## src/rtl/bin_to_bcd_seq.sv

```systemverilog
// bin_to_bcd_seq: sequential double-dabble binary-to-BCD converter with valid/ready handshakes.
// Optional macro BIN_TO_BCD_ZERO_SHORTCUT_EN sends a zero operand straight from IDLE to DONE.
module bin_to_bcd_seq #(
    parameter int WIDTH  = 8,
    parameter int DIGITS = 3
) (
    input  logic                  clk,
    input  logic                  rst,
    input  logic                  in_valid,
    output logic                  in_ready,
    input  logic [WIDTH-1:0]      bin,
    output logic                  out_valid,
    input  logic                  out_ready,
    output logic [4*DIGITS-1:0]   bcd
);
    localparam int CW = $clog2(WIDTH + 1);
    localparam longint unsigned MAXV = (64'd1 << WIDTH) - 64'd1;
    localparam longint unsigned P10 = 64'd10 ** DIGITS;

    if (WIDTH < 4 || WIDTH > 16 || P10 <= MAXV) begin : g_bad_params
        $error("bin_to_bcd_seq: WIDTH must be 4..16 and 10**DIGITS must exceed 2**WIDTH-1");
    end

    typedef enum logic [1:0] {IDLE, SHIFT, DONE} state_t;

    state_t                state_q, state_d;
    logic [WIDTH-1:0]      op_q, op_d;
    logic [4*DIGITS-1:0]   dig_q, dig_d, adj;
    logic [CW-1:0]         cnt_q, cnt_d;

    always_comb begin
        state_d = state_q;
        op_d    = op_q;
        dig_d   = dig_q;
        cnt_d   = cnt_q;
        adj     = dig_q;
        for (int i = 0; i < DIGITS; i++)
            adj[4*i +: 4] = dig_q[4*i +: 4] >= 4'd5 ? dig_q[4*i +: 4] + 4'd3 : dig_q[4*i +: 4];
        case (state_q)
            IDLE: if (in_valid) begin
                op_d  = bin;
                dig_d = '0;
                cnt_d = CW'(WIDTH);
`ifdef BIN_TO_BCD_ZERO_SHORTCUT_EN
                state_d = bin == '0 ? DONE : SHIFT;
`else
                state_d = SHIFT;
`endif
            end
            SHIFT: begin
                // Operand MSB moves into digit 0 bit 0; upper digit carry-out is impossible by construction
                {dig_d, op_d} = {adj[4*DIGITS-2:0], op_q, 1'b0};
                cnt_d   = cnt_q - CW'(1);
                state_d = cnt_q == CW'(1) ? DONE : SHIFT;
            end
            DONE:    state_d = out_ready ? IDLE : DONE;
            default: state_d = IDLE;
        endcase
    end

    always_ff @(posedge clk) begin
        if (rst) begin
            state_q <= IDLE;
            op_q    <= '0;
            dig_q   <= '0;
            cnt_q   <= '0;
        end else begin
            state_q <= state_d;
            op_q    <= op_d;
            dig_q   <= dig_d;
            cnt_q   <= cnt_d;
        end
    end

    assign in_ready  = state_q == IDLE;
    assign out_valid = state_q == DONE;
    assign bcd       = out_valid ? dig_q : '0;
endmodule

```

## config.mk

```make
export PLATFORM = sky130hd
export DESIGN_NAME = bin_to_bcd_seq
export DESIGN_NICKNAME = d
export VERILOG_FILES = /design/src/rtl/bin_to_bcd_seq.sv
export SDC_FILE = /design/constraint.sdc
export NUM_CORES = 1
export LEC_CHECK = 0
export CAP_MARGIN = 0
export CORE_UTILIZATION = 59
export CTS_BUF_LIST = sky130_fd_sc_hd__clkbuf_4 sky130_fd_sc_hd__clkbuf_8
export DETAILED_ROUTE_END_ITERATION = 8
export DONT_BUFFER_PORTS = 1
export GPL_TIMING_DRIVEN = 0
export PLACE_DENSITY = 0.81
export SLEW_MARGIN = 20
export SYNTH_ARGS = -nofsm -noshare
export SYNTH_HDL_FRONTEND = slang
export SYNTH_SLANG_ARGS = --single-unit
```

## constraint.sdc

```tcl
create_clock -name clk -period 1.3 [get_ports clk]
set_input_delay 0.26 -clock clk [delete_from_list [all_inputs] [get_ports clk]]
set_output_delay 0.26 -clock clk [all_outputs]
set_load 0.03 [all_outputs]
```

### After elaboration in Yosys (flattened, before gate mapping)

Cells that the tools add are included.

* register bits: 26
* logic and storage cells: 32
* output and inout bits: 14

* $add $sub $neg: 4
* reduce and logical (&&, ||, !) cells: 3
* $lt $le $gt $ge: 3
* equal/unequal tests: 4
* multiplexer cells: 14

Operators by type and width (number)
* $mux W12: 2
* $pmux W12 S2: 1
* $pmux W8 S2: 1
* $ge A4 B3 Y1 const B: 3
* $mux W4: 3
* $add A4 B2 Y4 const B: 2
* $mux W8: 1
* $pmux W4 S2: 1
* $mux W2: 3
* $pmux W2 S3: 1
* $eq A4 B1 Y1 const B: 1
* $sub A4 B1 Y4 const B: 1
* $add A3 B2 Y3 const B: 1
* $mux W3: 1
* $eq A2 B1 Y1 const B: 1
* $eq A2 B2 Y1 const B: 1
* $logic_not A2 Y1: 1
* $ne A2 B2 Y1 const B: 1
* $reduce_and A2 Y1: 1
* $reduce_bool A2 Y1: 1

### Longest topological paths before layout

* depth after elaboration: 3
* mapped depth: 6

### Worst setup path before layout

Ideal clock, no wire load.

* path type: flip-flop to output port
* from: reg state_q[1]
* to: out bcd[10]
* setup slack: -107 ps
* stages on the path, launching flop included: 4
* data arrival time: 1147 ps
* cells stage by stage: dfxtp_1 > nor2b_1 > buf_2 > and2_1

* word-level cells in the longest chain between the ends: 2

Ends and longest elaborated chain
* from (decl): RTL line 26 `state_t state_q, state_d;`
* from (signal assigned): RTL line 68 `state_q <= state_d;`
* $eq A2 B2 Y1: RTL line 76 `assign out_valid = state_q == DONE;`
* net out_valid: RTL line 12 `output logic out_valid,`
* $mux W12: RTL line 77 `assign bcd = out_valid ? dig_q : '0;`
* to (decl): RTL line 14 `output logic [4*DIGITS-1:0] bcd`

The timed path passes the listed nets, and every way through them passes these cells.

### Worst setup path after layout

* from: reg state_q[0]
* to: out bcd[7]

Same word-level chain as after synthesis.

==> reports/metrics.csv <==
stage,metric,value,unit
status,status,"finished, violations left",
status,violations,negative setup slack,
cts,clock-root-buffer,clkbuf_4,
setup_path,worst-path-stages,3,
synthesis,netlist_area,0.001476,mm^2
timing,fmax,624.3,MHz
setup_path,crit_path_start_kind,flop,
synthesis,ys.warnings.count,0,
layout,regArea,538.0,um^2
synthesis,yosysSeqAreaShare,35.25,%
floorplan,rows,17,
cts,clock_path_buffers,2,
cts,htree_levels,1,
timing,slew_headroom,75.03,%
floorplan,initial_core_util,64.87,%
setup_path,critPathSlowestCell,dfxtp_4,
synthesis,ys_seq_elements,26,
synthesis,ys_types,34,
routing,drt_first_pass_iters,8,
timing,whs,117.8,ps
timing,fin_skew,7.574,ps
placed_design,portBuffers,0,
synthesis,synthTopCellsByArea,"dfxtp_1 35%, ha_1 6.8%, nor2_1 6.6%",
global_routing,grt_pass1_vias,1253,
layout,fin_nets,212,
global_routing,grt-ovfl-total,0,
timing,maxSlewViolCount,0,
global_routing,grt_max_degree,20,
layout,layout.cells.non_filler,219,
cts,clk_latency,340,ps
layout,fill_cells,120,
floorplan,fp.dieW,52.03,um
placed_design,gp_congestion,0.8481,
routing,wire_per_inst,20.39,um
placed_design,dp_slack,-208.5,ps
min_path,holdPathStages,2,
cts,clock_sinks,26,
timing,worst_slack,-301.9,ps
setup_path,worst-setup-path-type,reg -> out,
timing,min_period,1602,ps
setup_path,required,1040,ps
synthesis,synth_fp_nets,196,
timing,finalSetupViolCount,28,
cts,clk_pin_slew,160,ps
layout,design_area,0.001973,mm^2
synthesis,async_flop_share,0,%
floorplan,dieArea,0.002707,mm^2
run,drv_cap,0,
floorplan,boundaryPins,26,
floorplan,die_y,52.03,um
setup_path,worst-path-max-fanout,6,
min_path,hp-class,in -> reg,
routing,vias_per_cell,6.438,
global_routing,grt_pass1_wl,5382,um
routing,drtIter0Drc,48,
routing,num_vias,1410,
synthesis,syn_avg_cell_area,8.389,um^2
setup_path,critPathBufInv,1,
power,vdd_drop_max,962.1,uV
layout,multi_input_comb_area,0.001096,mm^2
timing,tightest_slew,373.7,ps
timing,rsz0062_at_grt,yes,
setup_path,arrival,1340,ps
synthesis,synth_edf_count,0,
setup_path,crit_chain,nor2b_4 -> buf_8 -> and2_4,
global_routing,grt_usage,26.76,%
placed_design,dp_cells,204,
timing,setup-tns-final,-4146,ps
synthesis,synth_top_cell_by_area,dfxtp_1,
synthesis,ys.flop_type,dfxtp_1,
global_routing,antenna_found_initial,0,
layout,antenna_cells,0,
timing,min_period_over_period,123.2,%
routing,routed_wl,4465,um
floorplan,core,0.002276,mm^2
power,power,1.688,mW
cts,cts_tree,yes,
synthesis,synth_top_area_share,35.25,%
layout,utilization,86.70,%
setup_path,worstRegToRegCells,6,
setup_path,cp_top_family,simple AND/OR/NAND/NOR gates,
power,p_per_area,855.5,mW/mm^2
timing,finalHoldViolCount,0,
setup_path,slowest_delay,390,ps
layout,area_growth,33.64,%
cts,numCtsBuffers,3,
layout,drive_gt1_share,48.69,%
setup_path,endpoint_kind,primary output,
placed_design,dp_hpwl,2193,um
placed_design,post_dp_cell_area,0.001525,mm^2
routing,drc,0,
power,p_leak,0.7639,nW
synthesis,syn_inst,176,
routing,ant_nets,0,
[sequential cells by signal, summed over array words and instances, names as in the netlist]
register	count
state_q	2
dig_q	12
op_q	8
cnt_q	4
[synthesized netlist by cell type, types with 3 or more instances]
cell	number
ha_1	8
mux2i_1	3
a21oi_2	3
nand2b_1	5
and2_1	12
nor2_1	26
o22ai_1	3
a21oi_1	13
buf_6	3
dfxtp_1	26
a22o_1	8
xnor2_1	3
buf_2	5
inv_1	15
o21ai_1	4
nor3_1	6
nand3_1	3
nor2_2	4
a22oi_1	4
o21ai_0	4
[worst paths after layout]
check	start	to	slack (ps)
worst min register to register	op_q[6]	op_q[6]	500
worst max-delay path	state_q[0]	bcd[7]	-300
worst max register to register	dig_q[9]	dig_q[9]	-140
worst min-delay path	bin[2]	op_q[2]	120
[worst reg2reg max path, delay by kind of cell, from the launching register on]
| family | cells | cell delay (ps) |
|---|---|---|
| adders and majority gates | 1 | 180 |
| buffers and inverters | 1 | 70 |
| DFF | 1 | 400 |
| and+or+nand+nor | 1 | 160 |
| AOI/OAI and AO/OA | 2 | 410 |
| xor gates and xnor gates | 1 | 130 |
[placed cells by master (no fill, tap or decap), types with 3 or more instances in the layout]
master    count
dfxtp_2       5
inv_2         4
a21oi_2       3
buf_6         3
nand3_2       3
nor2_4        5
buf_2         3
clkbuf_4      3
dfxtp_4       3
a21oi_4       3
a22o_1        8
o21ai_0       3
nand2b_4      3
a22oi_1       3
o21ai_2       3
buf_4         9
dfxtp_1      18
a21oi_1      10
buf_8         3
mux2i_1       3
ha_4          5
nor2_2        3
nor2_1       22
nor3_1        3
inv_1         9
and2_4       10
[final cells by class]
class	count	share of cell area [%]
repair buffers	12	6.214
multi-input cells	126	55.55
plain buffers	8	4.249
well taps	28	1.776
clock buffers	4	1.839
flip-flops and latches	26	27.27
inverters	15	3.107
[metal layers]
| metal | wire length (um) | track usage [%] | vias up |
|---|---|---|---|
| met5 | 0 | 0 | - |
| met4 | 167 | 8.559 | 0 |
| met3 | 282 | 4.094 | 18 |
| met2 | 2357 | 49.36 | 72 |
| met1 | 1657 | 30.99 | 685 |
| li1 | - | - | 635 |
[power by group]
group / internal [mW] / total (mW) / switching [mW] / leakage (nW)
clock network: 0.172 / 0.449 / 0.277 / 0.0210
registers: 0.838 / 0.879 / 0.0406 / 0.217
logic: 0.153 / 0.360 / 0.207 / 0.526
total: 1.16 / 1.69 / 0.524 / 0.764
[logic make-up (layout without fill, tap and decap cells)]
group	Yosys count	count (layout)	synth area share [%]
AND/OR/NAND/NOR	62	62	21.10
AO/OA/AOI/OAI	47	47	22.80
flip-flops	26	26	35.25
buffers and inverters	24	39	8.305
adder cells (fa/ha/maj)	8	8	6.780
XOR/XNOR	5	5	2.967
multiplexers	4	4	2.797
[timing repair]
item | CTS | global route
endpoints found under the hold margin | 0 | 0
pin swaps | 10 | 24
endpoints found under the setup margin | 22 | 31
gates resized for setup | 41 | 49
hold buffers | 0 | 0
buffers inserted | 6 | 5
cloned | 0 | 1
No activity file was read; power rests on OpenSTA's default activity.
